$ cat src/rtl/opb_status_pkg.sv
// ============================================================================
// Module      : opb_status_pkg
// Description : Shared constants and types for the OPB status counter bank:
//               register word offsets, CTRL bit positions, bus FSM states.
// Revision    : 1.0 - initial release
// ============================================================================
`default_nettype none

package opb_status_pkg;

    // Byte offsets of the register words relative to the slave base address
    localparam logic [31:0] STICKY_OFFSET     = 32'h0000_0000;
    localparam logic [31:0] CTRL_OFFSET       = 32'h0000_0004;
    localparam logic [31:0] COUNT_BASE_OFFSET = 32'h0000_0008;

    // CTRL register bit positions
    localparam int CTRL_FREEZE_BIT    = 0;
    localparam int CTRL_CLEAR_ALL_BIT = 1;

    // Bus handshake states: ACK drives xferAck, HOLD blocks a lingering select
    typedef enum logic [1:0] {
        BUS_IDLE = 2'd0,
        BUS_ACK  = 2'd1,
        BUS_HOLD = 2'd2
    } bus_state_t;

endpackage

`default_nettype wire

$ cat src/rtl/status_event_counter.sv
// ============================================================================
// Module      : status_event_counter
// Description : Single-channel event counter with freeze, synchronous clear
//               and saturate-or-wrap behaviour; flags overflow for one cycle.
// Revision    : 1.0 - initial release
// ============================================================================
`default_nettype none

module status_event_counter #(
    parameter int WIDTH    = 32,
    parameter bit SATURATE = 1'b1
) (
    input  logic             clk,
    input  logic             rst_n,
    input  logic             inc,
    input  logic             clr,
    input  logic             freeze,
    output logic [WIDTH-1:0] count,
    output logic             overflow
);

    logic at_max;
    logic count_en;

    assign at_max   = &count;
    assign count_en = inc && !freeze;

    // A clear on the same edge discards the event, so it cannot overflow either
    assign overflow = count_en && !clr && at_max;

    // Counter register: clear wins over counting; at all-ones hold or wrap
    always_ff @(posedge clk or negedge rst_n) begin
        if (!rst_n) begin
            count <= '0;
        end else if (clr) begin
            count <= '0;
        end else if (count_en) begin
            if (at_max) begin
                if (!SATURATE) begin
                    count <= '0;
                end
            end else begin
                count <= count + WIDTH'(1);
            end
        end
    end

endmodule

`default_nettype wire

$ cat src/rtl/opb_status_counter_bank.sv
// ============================================================================
// Module      : opb_status_counter_bank
// Description : OPB slave exposing a bank of per-channel event counters,
//               sticky overflow flags (W1C) and a FREEZE/CLEAR_ALL control.
// Revision    : 1.0 - initial release
// ============================================================================
`default_nettype none

module opb_status_counter_bank
    import opb_status_pkg::*;
#(
    parameter logic [31:0] C_BASEADDR  = 32'h0108_0F00,
    parameter logic [31:0] C_HIGHADDR  = 32'h0108_0FFF,
    parameter int          C_NUM_CH    = 8,
    parameter int          C_CNT_WIDTH = 32,
    parameter int          C_SATURATE  = 1
) (
    input  logic                OPB_Clk,
    input  logic                OPB_Rst_n,
    input  logic [0:31]         OPB_ABus,
    input  logic [0:3]          OPB_BE,
    input  logic [0:31]         OPB_DBus,
    input  logic                OPB_RNW,
    input  logic                OPB_select,
    input  logic                OPB_seqAddr,
    output logic [0:31]         Sl_DBus,
    output logic                Sl_xferAck,
    output logic                Sl_errAck,
    output logic                Sl_retry,
    output logic                Sl_toutSup,
    input  logic [C_NUM_CH-1:0] event_in
);

    // Bus vectors are MSB-first; plain assignment puts register bit n on
    // bus bit 31-n, which is exactly the required mapping.
    logic [31:0] addr;
    logic [31:0] wdata;
    logic [31:0] offset;
    logic [31:0] read_mux;
    logic [31:0] rdata;

    logic in_window;
    logic start;
    logic wr;
    logic rd;
    logic sticky_hit;
    logic ctrl_hit;
    logic clear_all;

    logic [C_NUM_CH-1:0]                  count_hit;
    logic [C_NUM_CH-1:0]                  count_clr;
    logic [C_NUM_CH-1:0]                  overflow;
    logic [C_NUM_CH-1:0]                  sticky;
    logic [C_NUM_CH-1:0]                  w1c_mask;
    logic [C_NUM_CH-1:0][C_CNT_WIDTH-1:0] counts;
    logic                                 freeze;

    bus_state_t state;
    bus_state_t state_next;

    logic unused_inputs;

    assign addr   = OPB_ABus;
    assign wdata  = OPB_DBus;
    assign offset = addr - C_BASEADDR;

    assign in_window = (addr >= C_BASEADDR) && (addr <= C_HIGHADDR);

    // A transfer is accepted only from IDLE; reads sample and writes commit here
    assign start = (state == BUS_IDLE) && OPB_select && in_window;
    assign wr    = start && !OPB_RNW;
    assign rd    = start && OPB_RNW;

    assign sticky_hit = (offset[31:2] == STICKY_OFFSET[31:2]);
    assign ctrl_hit   = (offset[31:2] == CTRL_OFFSET[31:2]);
    assign clear_all  = wr && ctrl_hit && wdata[CTRL_CLEAR_ALL_BIT];
    assign w1c_mask   = (wr && sticky_hit) ? wdata[C_NUM_CH-1:0] : '0;

    assign Sl_xferAck = (state == BUS_ACK);
    assign Sl_DBus    = rdata;
    assign Sl_errAck  = 1'b0;
    assign Sl_retry   = 1'b0;
    assign Sl_toutSup = 1'b0;

    // Byte enables and sequential-address hints do not affect full-word access
    assign unused_inputs = ^{OPB_BE, OPB_seqAddr, wdata, offset[1:0]};

    for (genvar i = 0; i < C_NUM_CH; i++) begin : g_ch
        assign count_hit[i] = (offset[31:2] == 30'((COUNT_BASE_OFFSET >> 2) + 32'(i)));
        assign count_clr[i] = clear_all || (wr && count_hit[i]);

        status_event_counter #(
            .WIDTH    (C_CNT_WIDTH),
            .SATURATE (C_SATURATE != 0)
        ) u_counter (
            .clk      (OPB_Clk),
            .rst_n    (OPB_Rst_n),
            .inc      (event_in[i]),
            .clr      (count_clr[i]),
            .freeze   (freeze),
            .count    (counts[i]),
            .overflow (overflow[i])
        );
    end

    // Bus FSM state register
    always_ff @(posedge OPB_Clk or negedge OPB_Rst_n) begin
        if (!OPB_Rst_n) begin
            state <= BUS_IDLE;
        end else begin
            state <= state_next;
        end
    end

    // Bus FSM next state: one ack cycle, then one dead cycle before re-arming
    always_comb begin
        state_next = state;
        unique case (state)
            BUS_IDLE: if (start) state_next = BUS_ACK;
            BUS_ACK:  state_next = BUS_HOLD;
            BUS_HOLD: state_next = BUS_IDLE;
            default:  state_next = BUS_IDLE;
        endcase
    end

    // Read multiplexer; unmapped in-window words read as zero
    always_comb begin
        read_mux = '0;
        if (sticky_hit) begin
            read_mux = 32'(sticky);
        end
        if (ctrl_hit) begin
            read_mux[CTRL_FREEZE_BIT] = freeze;
        end
        for (int i = 0; i < C_NUM_CH; i++) begin
            if (count_hit[i]) begin
                read_mux = 32'(counts[i]);
            end
        end
    end

    // Read data is held only for the ack cycle and zero otherwise
    always_ff @(posedge OPB_Clk or negedge OPB_Rst_n) begin
        if (!OPB_Rst_n) begin
            rdata <= '0;
        end else if (rd) begin
            rdata <= read_mux;
        end else begin
            rdata <= '0;
        end
    end

    // FREEZE control bit
    always_ff @(posedge OPB_Clk or negedge OPB_Rst_n) begin
        if (!OPB_Rst_n) begin
            freeze <= 1'b0;
        end else if (wr && ctrl_hit) begin
            freeze <= wdata[CTRL_FREEZE_BIT];
        end
    end

    // Sticky overflow flags: a new overflow beats a same-edge write-1-to-clear
    always_ff @(posedge OPB_Clk or negedge OPB_Rst_n) begin
        if (!OPB_Rst_n) begin
            sticky <= '0;
        end else if (clear_all) begin
            sticky <= '0;
        end else begin
            sticky <= (sticky & ~w1c_mask) | overflow;
        end
    end

endmodule

`default_nettype wire

$ cat config.mk
export PLATFORM = sky130hd
export DESIGN_NAME = opb_status_counter_bank
export DESIGN_NICKNAME = d
export VERILOG_FILES = /design/src/rtl/opb_status_pkg.sv /design/src/rtl/status_event_counter.sv /design/src/rtl/opb_status_counter_bank.sv
export SDC_FILE = /design/constraint.sdc
export NUM_CORES = 1
export LEC_CHECK = 0
export CORE_ASPECT_RATIO = 0.6
export CORE_MARGIN = 2
export CORE_UTILIZATION = 54
export CTS_CLUSTER_SIZE = 8
export DETAILED_ROUTE_END_ITERATION = 8
export PLACE_DENSITY = 0.75
export SLEW_MARGIN = 10
export SYNTH_ARGS = -nofsm -noshare
export SYNTH_HDL_FRONTEND = slang
export SYNTH_SLANG_ARGS = --single-unit
$ cat constraint.sdc
create_clock -name OPB_Clk -period 3.2 [get_ports OPB_Clk]
set_clock_uncertainty 0.2 [all_clocks]
set_input_delay 0.8 -clock OPB_Clk [delete_from_list [all_inputs] [get_ports OPB_Clk]]
set_output_delay 0.8 -clock OPB_Clk [all_outputs]
set_load 0.005 [all_outputs]
Yosys cells after proc, flatten, opt, wreduce, memory -nomap -nowiden
Cells that the tools add are included.

Register bits: 299. Input bits: 81.

Add/sub/neg operators: 9. Order comparisons: 2. Eq/ne operators: 19. Multiplexer cells: 39. Bitwise gates (word level): 3. Reduce and logical (&&, ||, !) cells: 84.

Operator list (count): $mux 32 (33); $add 32x1->32 const B (8); $reduce_and 32->1 (8); $eq 30x3->1 const B (4); $eq 30x2->1 const B (2); $eq 30x4->1 const B (2); $logic_and 1x1->1 (40); $ge 32x25->1 const B (1); $le 32x25->1 const B (1); $sub 32x25->32 const B (1); $eq 30x1->1 const B (1); $logic_not 30->1 (1); $mux 8 (3); $ne 2x1->1 const B (8); $reduce_and 2->1 (8); $reduce_bool 2->1 (8); $logic_not 1->1 (10); $and 8x8->8 (1); $logic_or 1x1->1 (8); $not 8->8 (1); $or 8x8->8 (1); $pmux 2 s2 (1); $eq 2x1->1 const B (1); $logic_not 2->1 (1); 3 further kinds (3).

Longest topological paths before layout
Depth in word-level cells: 13. Mapped depth: 11. Mapped depth without buffers: 8.

Hierarchy
Synthesis repeated with hierarchy kept, for this count alone.

Cell total of the unflattened synthesis: 2010. Area, all modules: 19286.0 um2.

Modules (own cells, without submodules): status_event_counter (instances 8, cells each 190, area each 1921.8 um2, seq. area each 800.8 um2); opb_status_counter_bank (instances 1, cells each 490, area each 3911.3 um2, seq. area each 1076.0 um2).

Least setup slack after synthesis
OpenSTA, ideal clock, no wires.

Path type: input port to flip-flop. Start: input OPB_ABus[4] (netlist name). End: register g_ch[3].u_counter.count[20]. Setup time: 132 ps. Arrival time: 3220 ps. Setup slack: -352 ps. Stages on the path: 9. Buffers on the path: 2. Cell sequence: or3_4 or2_4 or4_4 or4_4 buf_6 buf_6 a2111oi_2 xnor2_1 nor2_2.

Word-level cells in the longest chain between the ends: 9. Elaborated cells between the ends (all ways): 16.

Ends and longest elaborated chain: start: declaration (line opb_status_counter_bank.sv:20) `input logic [0:31] OPB_ABus,`; parallel branches: the longest is 6 deep, another holds $sub 32x25->32; $logic_or 1x1->1 * (line opb_status_counter_bank.sv:90) `assign count_clr[i] = clear_all || (wr && count_hit[i]);`; $ne 2x1->1 (no line) or $reduce_bool 2->1 (tied branches); $reduce_and 2->1 (no line); end signal: assignment (line status_event_counter.sv:43) `count <= count + WIDTH'(1);`; end: declaration (line status_event_counter.sv:18) `output logic [WIDTH-1:0] count,`.

Mark *: on every way between the ends. A chain may end at the register's enable or synchronous reset.

Worst setup path in the final report
Start: input OPB_ABus[1] (netlist name). End: register g_ch[1].u_counter.count[28].

Word-level cells in the longest chain between the ends: 9. Elaborated cells between the ends (all ways): 16.

Ends and longest elaborated chain (line): parallel branches: the longest is 6 deep, another holds $sub 32x25->32; $logic_or 1x1->1 * (opb_status_counter_bank.sv:90); $ne 2x1->1 (no line) or $reduce_bool 2->1 (tied branches); $reduce_and 2->1 (no line); end signal: assignment (status_event_counter.sv:43); end: declaration (status_event_counter.sv:18).

Marked as above.

==> impl_metrics.py <==
metrics = {
    "setup_path": {
        "startpoint": "OPB_ABus[1]",
        "crit_end": "g_ch[1].u_counter.count[28]",
        "crit_fanout": 6,
        "crit_arrival_ps": 3480,
        "cp.required_ps": 3470,
        "rr_worst_depth": 8,
        "r2r_end": "g_ch[1].u_counter.count[28]",
        "crit_type": "input pin to register",
        "cp-start-kind": "input pin",
        "end_kind": "register",
        "regToRegSetupSlack_ps": 30,
        "r2r-start": "state[0]",
    },
    "clock_tree": {
        "clk_latency_ps": 550,
        "cts_tree": "built",
        "htree_levels": 2,
        "root_buffer": "clkbuf_16",
        "clockBufferDepth": 3,
        "numCtsBuffers": 43,
        "clkSlewWorstSetupHoldPaths_ps": 50,
        "hold_buffers": 0,
        "cts_num_sinks": 299,
    },
    "sta": {
        "tightest_slew_ps": 1160,
        "setup_viol": 1,
        "hold_viol": 0,
        "period_needed_ps": 3210,
        "finalCritPeriodShare": 1.00,
        "drv_slew": 0,
        "timing.fmax_mhz": 311,
        "rsz0062_at_grt": "true",
        "max_slew_margin": 0.223,
        "setup_slack_ps": -10.9,
    },
    "synthesis": {
        "synth_edf_count": 0,
        "synth_top_cells_by_count": "nor2_1, dfrtp_1, nand2_1, xor2_1, clkbuf_1",
        "synth.top_cells.by_area": "dfrtp_1, nor2_1, xor2_1, xnor2_1, nand2_1",
        "yosysMostFrequentCell": "nor2_1",
        "yosysSeqAreaShare": 0.422,
        "synth_flop_cell": "dfrtp_1",
        "synth.distinct_cells": 75,
        "yosys.area.top_type": "dfrtp_1",
        "avgSynthCellArea_um2": 8.95,
        "yosysWarningCount": 0,
        "synth_cells": 1984,
        "yosys.area.top_type_share": 0.422,
        "ys_async_sr_fraction": 1.00,
        "ys_ff_latch": 299,
        "syn-cell-area_um2": 17700,
    },
    "routing": {
        "first_pass_iters": 6,
        "wl_um": 62900,
        "ant_nets": 0,
        "drc": 0,
        "wire_per_inst_um": 23.7,
        "via_count": 17500,
        "drt-initial-drc-count": 2691,
        "routed_via_density": 6.59,
    },
    "global_routing": {
        "grt_max_degree": 74,
        "grtUsageTotal": 0.363,
        "grt_overflow": 0,
        "grt_pass1_wl_um": 95200,
        "antenna_found_initial": 2,
        "grt_pass1_vias": 16000,
    },
    "layout": {
        "stdcell_count": 2655,
        "final_area_um2": 22500,
        "drive_above_1_share": 0.183,
        "fin_nets": 2316,
        "syn_to_final_growth_pct": 26.9,
    },
    "floorplan": {
        "core_area_um2": 32400,
        "chipWidth_um": 238,
        "die_area_um2": 34400,
        "die_h_um": 144,
        "std_cell_rows": 51,
        "start_util": 0.548,
        "pin_count": 117,
    },
    "worst_hold_path": {
        "holdCritPathClass": "input pin to async pin",
    },
    "outcome": {
        "outcome": "complete, but fails checks",
        "violations": "negative setup slack",
    },
    "place": {
        "placed_cell_area_um2": 20700,
        "dp_hpwl_um": 45400,
        "numPortBuffers": 82,
        "globalplace.congestion": 0.998,
        "place_inst": 2571,
    },
    "power_and_ir_drop": {
        "peakVddDrop_mv": 0.416,
        "powerDensity_nw_per_um2": 458,
        "leakage_nw": 9.54,
        "finalPower_mw": 10.3,
    },
    "flow_run": {
        "max_cap_violations": 0,
    },
}
## worst min path at each step
stage,cells after the start,startpoint,slack [ps],to
after floorplan,1,state[1],250,state[1]
after global placement,2,sticky[1],300,sticky[1]
after detailed placement,2,sticky[0],300,sticky[0]
after CTS,1,OPB_Rst_n,5,g_ch[1].u_counter.count[11]
after global routing,1,OPB_Rst_n,40,g_ch[1].u_counter.count[14]
final,1,OPB_Rst_n,5,g_ch[1].u_counter.count[11]
## sequential cells by signal (all words and copies together) (netlist names)
signal / count
Sl_DBus: 32
freeze: 1
g_ch.u_counter.count: 256
state: 2
sticky: 8
## through the flow
stage	hold WS, ps	setup TNS, ps	utilization	setup slack, ps
6_report	5.06	-10.9	0.695	-10.9
4_1_cts	4.51	-0.732	0.686	-0.732
2_1_floorplan	252	-8840	-	-312
3_3_place_gp	295	-186110	0.637	-895
5_1_grt	35.4	-307	0.694	-32.6
3_5_place_dp	299	-190420	0.637	-920
## worst max-delay path, cell delays in order
cell and delay (ps):
buf_2 130, or4b_4 510, or4_4 420, or4_4 450
buf_6 140, nor3_4 320, o21ai_2 160, or3_1 400
a21oi_2 140
## per-layer routing
metal  GRT usage  wire length [um]  up-vias
li1            -                 -     7701
met1       0.555             27800     8515
met2       0.490             25000     1132
met3       0.111              8290      150
met4      0.0997              1760        2
met5           0                12        -
## repair_timing
item	in CTS	in global routing
setup endpoints to repair	202	160
setup buffers	12	12
gates resized for setup	80	67
pin swaps	13	37
cloned	6	5
## logic make-up (layout without fill, tap and decap cells)
kind of cell    count (synthesis)  after routing  synth area share
compound gates                327            327             0.136
xor+xnor                      219            219             0.108
fa+ha+maj                       8              8           0.00564
buf+inv                       140            382            0.0317
flops                         299            299             0.422
mux                            49             49            0.0285
other cells                     1              4          0.000211
simple gates                  941            943             0.268
## cells in the final DEF, fill, tap and decap left out, drive strengths merged, types with 11 or more instances in the layout
cell type / count
nor3: 50
clkdlybuf4s50: 56
a31oi: 13
or4: 25
o32a: 24
a311oi: 25
mux2i: 46
xnor2: 91
o211ai: 35
nor2b: 11
nand3: 96
dfrtp: 299
nor4: 24
and4: 38
xor2: 128
a211o: 25
o22ai: 47
a211oi: 12
o2111ai: 15
o21ai: 45
a21oi: 42
buf: 240
clkbuf: 60
nand2: 171
a2111oi: 13
nand4: 73
and3: 61
or3: 18
and2: 22
nor2: 313
inv: 16
## area by class of cell
cell class	instances	area [um^2]
fillers	2497	9900
inverters	15	56.3
flip-flops and latches	299	7480
multi-input cells	1549	10300
diodes	1	2.50
clock inverters	3	30.0
clock buffers	45	1110
well taps	424	531
repair buffers	319	3000
## where the power goes
part / internal, mW / leakage, nW / total (mW) / switching [mW]
Clock: 2.43 / 0.565 / 4.10 / 1.66
Sequential: 4.14 / 3.99 / 4.71 / 0.570
Combinational: 0.635 / 4.98 / 1.51 / 0.870
Total: 7.21 / 9.54 / 10.3 / 3.10
(Power assumes the default switching activity.)
